**config.mk**
```make
export PLATFORM = sky130hd
export DESIGN_NAME = falafel_lsu_burst
export DESIGN_NICKNAME = d
export VERILOG_FILES = /design/src/rtl/falafel_lsu_burst.sv
export SDC_FILE = /design/constraint.sdc
export NUM_CORES = 1
export LEC_CHECK = 0
export CAP_MARGIN = 20
export CORE_ASPECT_RATIO = 1.75
export CORE_MARGIN = 2
export CORE_UTILIZATION = 47
export CTS_CLUSTER_DIAMETER = 120
export DETAILED_ROUTE_END_ITERATION = 16
export GPL_TIMING_DRIVEN = 0
export PLACE_DENSITY = 0.87
export SYNTH_ARGS = -nofsm -noshare
export SYNTH_HDL_FRONTEND = slang
export SYNTH_SLANG_ARGS = --single-unit
```
**constraint.sdc**
```tcl
create_clock -name clk_i -period 5.8 [get_ports clk_i]
set_clock_uncertainty 0.05 [all_clocks]
set_input_delay 1.16 -clock clk_i [delete_from_list [all_inputs] [get_ports clk_i]]
set_output_delay 1.16 -clock clk_i [all_outputs]
set_load 0.01 [all_outputs]
```
**src/rtl/falafel_lsu_burst.sv**
```systemverilog
`timescale 1ns/1ps
`default_nettype none
// ============================================================================
// Module   : falafel_lsu_burst (with package falafel_lsu_pkg)
// Purpose  : Load/store unit front end. It accepts one word or block request
//            at a time, splits it into DATA_W-wide memory beats, and keeps at
//            most MAX_OUTSTANDING beats in flight. Read data is assembled in
//            order and then presented as a single response.
// Ports    : clk_i/rst_ni            - clock, async active-low reset
//            alloc_req_*             - request channel (val/rdy, op, addr, data)
//            alloc_rsp_*             - response channel (val/rdy, word, block, err)
//            mem_req_*               - memory request channel (one beat each)
//            mem_rsp_*               - memory response channel (in-order)
// Options  : FALAFEL_LSU_ALIGN_CHECK_EN - when defined, misaligned requests
//            issue no memory traffic and respond with alloc_rsp_err_o=1.
// Revision : 1.0 - initial release
// ============================================================================

package falafel_lsu_pkg;
  // 3-bit encoding leaves spare codes; any spare code behaves as LOAD_WORD.
  typedef enum logic [2:0] {
    LOAD_WORD   = 3'd0,
    STORE_WORD  = 3'd1,
    LOAD_BLOCK  = 3'd2,
    STORE_BLOCK = 3'd3
  } lsu_op_e;
endpackage

module falafel_lsu_burst
  import falafel_lsu_pkg::*;
#(
  parameter int DATA_W          = 32,
  parameter int BLOCK_WORDS     = 2,
  parameter int MAX_OUTSTANDING = 2
) (
  input  logic                          clk_i,
  input  logic                          rst_ni,
  input  logic                          alloc_req_val_i,
  output logic                          alloc_req_rdy_o,
  input  lsu_op_e                       alloc_req_op_i,
  input  logic [DATA_W-1:0]             alloc_req_addr_i,
  input  logic [DATA_W-1:0]             alloc_req_word_i,
  input  logic [BLOCK_WORDS*DATA_W-1:0] alloc_req_block_i,
  output logic                          alloc_rsp_val_o,
  input  logic                          alloc_rsp_rdy_i,
  output logic [DATA_W-1:0]             alloc_rsp_word_o,
  output logic [BLOCK_WORDS*DATA_W-1:0] alloc_rsp_block_o,
  output logic                          alloc_rsp_err_o,
  output logic                          mem_req_val_o,
  input  logic                          mem_req_rdy_i,
  output logic                          mem_req_is_write_o,
  output logic [DATA_W-1:0]             mem_req_addr_o,
  output logic [DATA_W-1:0]             mem_req_data_o,
  input  logic                          mem_rsp_val_i,
  output logic                          mem_rsp_rdy_o,
  input  logic [DATA_W-1:0]             mem_rsp_data_i
);

  localparam int BYTE_SHIFT = $clog2(DATA_W / 8);
  localparam int CNT_W      = $clog2(BLOCK_WORDS + 1);
  localparam int OUT_W      = $clog2(MAX_OUTSTANDING + 1);

  typedef enum logic [1:0] {
    IDLE    = 2'd0,
    ISSUE   = 2'd1,
    DRAIN   = 2'd2,
    RESPOND = 2'd3
  } state_e;

  state_e                               state;
  state_e                               state_nxt;
  logic                                 is_write;
  logic [DATA_W-1:0]                    base_addr;
  logic [BLOCK_WORDS-1:0][DATA_W-1:0]   wbuf;
  logic [BLOCK_WORDS-1:0][DATA_W-1:0]   result;
  logic [CNT_W-1:0]                     beats;
  logic [CNT_W-1:0]                     issued;
  logic [CNT_W-1:0]                     received;
  logic [OUT_W-1:0]                     outstanding;

  logic                                 in_write;
  logic                                 in_block;
  logic                                 misaligned;
  logic                                 accept;
  logic                                 req_fire;
  logic                                 rsp_fire;
  logic [CNT_W-1:0]                     issued_nxt;
  logic [CNT_W-1:0]                     received_nxt;
  logic [DATA_W-1:0]                    wdata;

  // Request decode; LOAD_WORD and every spare code fall through to a word load.
  always_comb begin
    in_write = 1'b0;
    in_block = 1'b0;
    case (alloc_req_op_i)
      STORE_WORD:  in_write = 1'b1;
      LOAD_BLOCK:  in_block = 1'b1;
      STORE_BLOCK: begin
        in_write = 1'b1;
        in_block = 1'b1;
      end
      default: ;
    endcase
  end

`ifdef FALAFEL_LSU_ALIGN_CHECK_EN
  logic err_q;

  assign misaligned = |alloc_req_addr_i[BYTE_SHIFT-1:0];

  always_ff @(posedge clk_i or negedge rst_ni) begin
    if (!rst_ni) begin
      err_q <= 1'b0;
    end else if (accept) begin
      err_q <= misaligned;
    end
  end

  assign alloc_rsp_err_o = err_q;
`else
  assign misaligned      = 1'b0;
  assign alloc_rsp_err_o = 1'b0;
`endif

  // Memory-side handshakes are decoded outside the FSM process so the
  // next-state logic can look at post-handshake counter values without a
  // combinational loop through the valid/ready outputs.
  assign mem_req_val_o = (state == ISSUE) && (issued < beats) &&
                         (outstanding < OUT_W'(MAX_OUTSTANDING));
  assign mem_rsp_rdy_o = (state == ISSUE) || (state == DRAIN);
  assign req_fire      = mem_req_val_o && mem_req_rdy_i;
  assign rsp_fire      = mem_rsp_val_i && mem_rsp_rdy_o;
  assign issued_nxt    = issued + CNT_W'(req_fire);
  assign received_nxt  = received + CNT_W'(rsp_fire);
  assign accept        = alloc_req_val_i && alloc_req_rdy_o;

  always_comb begin
    wdata = '0;
    if (is_write) begin
      for (int k = 0; k < BLOCK_WORDS; k++) begin
        if (issued == CNT_W'(k)) wdata = wbuf[k];
      end
    end
  end

  assign mem_req_is_write_o = is_write;
  assign mem_req_addr_o     = base_addr + (DATA_W'(issued) << BYTE_SHIFT);
  assign mem_req_data_o     = wdata;
  assign alloc_rsp_word_o   = result[0];
  assign alloc_rsp_block_o  = result;

  always_comb begin
    state_nxt       = state;
    alloc_req_rdy_o = 1'b0;
    alloc_rsp_val_o = 1'b0;
    case (state)
      IDLE: begin
        alloc_req_rdy_o = 1'b1;
        if (alloc_req_val_i) state_nxt = misaligned ? RESPOND : ISSUE;
      end
      ISSUE: begin
        // Last request and last response in the same cycle skip DRAIN.
        if (issued_nxt == beats) begin
          state_nxt = (received_nxt == beats) ? RESPOND : DRAIN;
        end
      end
      DRAIN: begin
        if (received_nxt == beats) state_nxt = RESPOND;
      end
      RESPOND: begin
        alloc_rsp_val_o = 1'b1;
        if (alloc_rsp_rdy_i) state_nxt = IDLE;
      end
      default: state_nxt = IDLE;
    endcase
  end

  always_ff @(posedge clk_i or negedge rst_ni) begin
    if (!rst_ni) begin
      state       <= IDLE;
      is_write    <= 1'b0;
      base_addr   <= '0;
      wbuf        <= '0;
      result      <= '0;
      beats       <= '0;
      issued      <= '0;
      received    <= '0;
      outstanding <= '0;
    end else begin
      state       <= state_nxt;
      issued      <= issued_nxt;
      received    <= received_nxt;
      outstanding <= outstanding + OUT_W'(req_fire) - OUT_W'(rsp_fire);

      // Write responses are consumed but never touch the result buffer, so
      // stores leave the previous load's data visible.
      if (rsp_fire && !is_write) begin
        for (int k = 0; k < BLOCK_WORDS; k++) begin
          if (received == CNT_W'(k)) result[k] <= mem_rsp_data_i;
        end
      end

      if (accept) begin
        is_write    <= in_write;
        base_addr   <= alloc_req_addr_i;
        beats       <= in_block ? CNT_W'(BLOCK_WORDS) : CNT_W'(1);
        wbuf        <= in_block ? alloc_req_block_i
                                : (BLOCK_WORDS*DATA_W)'(alloc_req_word_i);
        issued      <= '0;
        received    <= '0;
        outstanding <= '0;
      end
    end
  end

  illegal_op_a : assert property (@(posedge clk_i) disable iff (!rst_ni)
    accept |-> (alloc_req_op_i inside {LOAD_WORD, STORE_WORD, LOAD_BLOCK, STORE_BLOCK}));

endmodule

`default_nettype wire

```
==> results of run 1 <==
## state kept, by name, summed over array words and instances (netlist names)
register	cells
alloc_rsp_block_o	32
wbuf	64
issued	2
beats	2
outstanding	2
alloc_rsp_word_o	32
state	2
received	2
base_addr	32
mem_req_is_write_o	1
## cells in the mapped netlist, drive strengths merged
library cell    n  share of area [%]
dfrtp         171                 53
nand2         146                6.8
mux2           66                9.2
mux2i          64                7.9
buf            52                4.1
nor2           43                2.0
o21ai          35                2.2
a22o           32                3.5
xnor2          26                2.8
clkbuf         21               0.98
inv            13               0.61
ha             11                1.7
xor2           10                1.1
nand3           7               0.43
nand4           6               0.54
and2            5               0.39
a21oi           4               0.25
and3            4               0.31
nor3            3               0.39
and4            2               0.22
nand3b          2               0.19
nor4            2               0.16
a21o            1              0.093
conb            1              0.047
fa              1               0.25
nand2b          1              0.078
nor2b           1              0.078
nor4b           1               0.11
o22ai           1              0.078
o31ai           1              0.093
or3             1              0.078
or4             1               0.14
## logic make-up after synthesis
logic type / synth area share [%]
buffers and inverters: 5.73
other: 0.0465
XOR/XNOR: 3.91
flip-flops: 53.1
AO/OA/AOI/OAI: 6.16
adder cells (fa/ha/maj): 1.96
AND/OR/NAND/NOR: 11.9
multiplexers: 17.2
## critical path, cell delays in order (launching register included)
cell and delay (ps):
dfrtp_1 380, ha_1 180, inv_1 50, fa_1 400, nand3b_1 270, or3_1 460, nor3_2 290, nand3_1 140
xnor2_1 160, clkdlybuf4s50_1 570
## layer usage
metal	track usage, %	vias up
li1	-	3164
met1	27.0	3246
met2	51.3	246
met3	5.57	52
met4	12.7	0
met5	0	-
## metrics by stage
step | power, mW | hold WS, ps | utilization [%] | cells | setup slack, ps
after global placement | 5.25 | 411 | 69.2 | 1295 | -3360
after detailed placement | 5.37 | 419 | 69.4 | 1296 | 1710
after global routing | 6.98 | 451 | 73.2 | 1328 | 1000
final | 6.59 | 432 | 73.2 | 1328 | 1280
after floorplan | 3.72 | 397 | - | 735 | 2460
after CTS | 6.64 | 436 | 73.2 | 1327 | 1250
## path summary, 6_finish.rpt
check | start | endpoint | slack, ps | cells past startpoint
max in group asynchronous | rst_ni | wbuf[8] | 4200 | 2
min in group asynchronous | rst_ni | base_addr[17] | 650 | 1
worst max register to register | issued[0] | state[0] | 3050 | 10
worst min register to register | wbuf[20] | wbuf[20] | 430 | 2
worst min-delay path | wbuf[20] | wbuf[20] | 430 | 2
worst max-delay path | issued[0] | mem_req_addr_o[26] | 1280 | 9
## report_power, final
| group | total, mW | switching (mW) | internal [mW] | leakage (nW) |
|---|---|---|---|---|
| clock | 1.23 | 0.490 | 0.738 | 0.298 |
| combinational | 3.16 | 1.34 | 1.82 | 3.11 |
| sequential | 2.20 | 0.435 | 1.77 | 2.14 |
| total | 6.59 | 2.27 | 4.32 | 5.55 |
## area by class of cell
cell class	count	area share (%)
multi-input cells	478	26.9
flip-flops and latches	171	34.7
plain buffers	73	3.34
repair buffers	334	27.3
clock inverters	12	1.53
clock buffers	19	3.59
inverters	13	0.395
diodes	1	0.0203
well taps	227	2.30
==> out/qor.yml, run 1 <==
clocking:
  htreeDepth: 4
  cts_tree: "built"
  cts_max_path_buffers: 2
  clkSinkCount: 171
  root_buffer: "clkbuf_16"
  clk_latency_ps: 420
  clkSlewWorstSetupHoldPaths_ps: 70
  ctsHoldBuffers: 0
  cts_resized: 0
  numCtsBuffers: 17
  cts_setup_buffers: 0
sta:
  drv_slew: 0
  rsz0062_at_grt: "false"
  slew_headroom_pct: 40.5
  fin_crit_ps: 4520
  hold_viol: 0
  fin_setup_tns_ps: 0
  tightest_slew_ps: 884
  setup_viol: 0
  fmax_mhz: 221
  fin_crit_sh_pct: 78.0
cells_and_area:
  final_common_cell: "clkdlybuf4s50_1"
  syn_to_final_growth_pct: 53.2
  n_fill_cell: 1198
  fin_area_um2: 12300
  layout-drive-gt1-share_pct: 12.7
  seq_area_um2: 4280
  multiInputGateArea_um2: 3320
  fin_nets: 1269
  final_cell_mix: "clkdlybuf4s50_1, dfrtp_1, nand2_1"
logic_synthesis:
  synth_seq_area_share_pct: 53.1
  yosysUniqueCellTypes: 39
  yosys_warnings: 0
  synth.avg_cell_area_um2: 11.0
  synth_area_um2: 8060
  ys_ff_latch: 171
  synthesis.nets: 916
  syn_inst: 735
setup_path:
  crit_required_ps: 4590
  worstSetupStartpointType: "register"
  arrival_ps: 3310
  crit_path_end_kind: "output pin"
  critPathKind: "register to output pin"
  critical_path_peak_fanout: 4
hold_path:
  hold_class: "register to register"
detailed_routing:
  routed.top_layer: "met4"
  ant_nets: 0
  via_per_inst: 5.05
  dr.first_iter.drc_count: 273
  route.detailed.drc: 0
  drt_wl_total_um: 24300
  first_pass_iters: 4
  wl_met2_um: 13700
  wl_per_cell_um: 18.3
  met1_length_um: 8270
  vias: 6708
  wl_met3_um: 1310
floorplanning:
  std_cell_rows: 63
  die_h_um: 177
  num_io_pins: 335
  fp.dieW_um: 103
  dieArea_um2: 18300
  start_util_pct: 47.8
  core-area_um2: 16900
outcome:
  status: "complete, no violations"
power:
  ir_drop_mv: 0.224
  power.density_nw_per_um2: 534
  p_leak_nw: 5.55
placed_design:
  post-dp-hpwl_um: 18400
  place_congestion: 0.843
  portBuffers: 333
  place_area_um2: 11700
grt:
  grt_max_degree: 89
  antenna_found_initial: 1
  grt_usage_pct: 27.0
  grt_pass1_vias: 7222
  grt_pass1_wl_um: 37100
  grt_overflow_total: 0
run:
  cap_violations: 0
Note: power is estimated with default switching activity, not from simulation.
==> inputs of run 2 (changes only) <==
Settings changed: CORE_UTILIZATION 47 to 43, PLACE_DENSITY 0.87 to 0.8.
Clock period 5.8 ns to 4.7 ns, I/O delays scaled along.
==> out/qor.yml, run 2 (synthesized netlist as in run 1, its figures left out) <==
clocking:
  clkSlewWorstSetupHoldPaths_ps: 70
  cts_resized: 0
  clkSinkCount: 171
  numCtsBuffers: 17
  ctsHoldBuffers: 0
  clk_latency_ps: 400
  cts_tree: "built"
  htreeDepth: 4
  root_buffer: "clkbuf_16"
  cts_max_path_buffers: 2
  cts_setup_buffers: 0
placed_design:
  post-dp-hpwl_um: 18500
  place_congestion: 0.834
  place_area_um2: 11700
  pre_cts_ws_ps: 833
  portBuffers: 333
hold_path:
  hold_class: "input port to asynchronous set/reset pin"
power:
  ir_drop_mv: 0.294
  p_leak_nw: 5.53
  power.density_nw_per_um2: 646
  power_mw: 7.95
outcome:
  status: "complete, no violations"
setup_path:
  critical_path.top_delay_family: "simple AND/OR/NAND/NOR gates"
  crit_path_end_kind: "output pin"
  worstRegToRegCells: 6
  crit_chain: "ha_1 > inv_1 > fa_1 > nand3b_1 > or3_1 > nor2_1 > nand4_1 > xnor2_1 > clkdlybuf4s50_1"
  slowest_stage: "clkdlybuf4s50_1"
  arrival_ps: 3340
  slowest_delay_ps: 580
  critPathBufInv: 2
  critPathKind: "register to output pin"
  r2r-end: "alloc_rsp_word_o[2]"
  reg2reg_from: "state[0]"
  critical_path_peak_fanout: 4
  worstSetupStartpointType: "register"
  crit_required_ps: 3710
  ff2ff_setup_slack_ps: 1990
detailed_routing:
  via_per_inst: 4.96
  wl_per_cell_um: 17.4
  first_pass_iters: 5
  ant_nets: 0
  vias: 6655
  route.detailed.drc: 0
  drt_wl_total_um: 23400
  dr.first_iter.drc_count: 249
floorplanning:
  dieArea_um2: 19900
  core-area_um2: 18500
  start_util_pct: 43.6
  fp.dieW_um: 107
  std_cell_rows: 66
  num_io_pins: 335
  die_h_um: 185
sta:
  tightest_slew_ps: 1040
  setup_slack_ps: 366
  setup_viol: 0
  rsz0062_at_grt: "false"
  fin_setup_tns_ps: 0
  fin_crit_ps: 4330
  slew_headroom_pct: 30.3
  fin_crit_sh_pct: 92.2
  drv_slew: 0
  hold_viol: 0
  fmax_mhz: 231
  holdWs_ps: 424
run:
  cap_violations: 0
grt:
  antenna_found_initial: 2
  grt_overflow_total: 0
  grt_pass1_wl_um: 35800
  grt_max_degree: 94
  grt_usage_pct: 23.3
  grt_pass1_vias: 6856
cells_and_area:
  final_cell_mix: "clkdlybuf4s50_1, dfrtp_1, nand2_1"
  syn_to_final_growth_pct: 52.7
  largest_register_ffs: 64
  fin_nets: 1269
  final_common_cell: "clkdlybuf4s50_1"
  top_register: "wbuf"
  fin_area_um2: 12300
  layout-drive-gt1-share_pct: 12.8
## run 2: cell count changes in the layout (fill, tap and decap cells not counted)
cell | previous run | this run
bufinv_16 | 4 | 1
inv_6 | 2 | 4
clkbuf_8 | 1 | 2
clkinv_2 | 0 | 1
clkinvlp_4 | 3 | 2
diode_2 | 1 | 2
inv_8 | 1 | 2
## run 2: worst max path at each step
stage	from	to	slack, ps	depth (start not counted)
3_5_place_dp	issued[0]	mem_req_addr_o[26]	830	9
3_3_place_gp	rst_ni	wbuf[11]	-4410	1
5_1_grt	issued[0]	mem_req_addr_o[28]	210	9
4_1_cts	issued[0]	mem_req_addr_o[26]	400	9
6_report	issued[0]	mem_req_addr_o[20]	370	9
2_1_floorplan	issued[0]	mem_req_addr_o[26]	1580	8
## run 2: routing by layer
metal	global-route usage, %	routed length (um)	vias up
met4	10.5	902	0
met5	0	0	-
met3	3.41	928	44
met2	43.5	13100	229
met1	25.7	8460	3223
li1	-	-	3159
## run 2: layout make-up
type | count | area, um^2
Clock inverter | 12 | 125
Buffer | 73 | 413
Sequential cell | 171 | 4280
Tap cell | 238 | 298
Timing Repair Buffer | 334 | 3370
Antenna cell | 2 | 5.00
Fill cell | 1472 | 6190
Clock buffer | 20 | 457
Multi-Input combinational cell | 478 | 3320
Inverter | 13 | 48.8
## run 2: worst reg2reg max path, delay by kind of cell (launching register included)
kind,cells,cell delay [ps]
adders and majority gates,1,350
buffers and inverters,2,520
DFF,1,420
muxes,1,380
and+or+nand+nor,2,890
## run 2: power breakdown
group | leakage (nW) | total [mW] | switching (mW) | internal, mW
registers | 2.14 | 2.71 | 0.528 | 2.18
logic | 3.11 | 3.87 | 1.63 | 2.24
clock network | 0.282 | 1.38 | 0.604 | 0.774
## run 2: through the flow
step                      instances  utilization, %
final                          1341            66.6
after global routing           1341            66.6
after CTS                      1339            66.5
after detailed placement       1307            63.4
after global placement         1306            63.2
after floorplan                 735               -
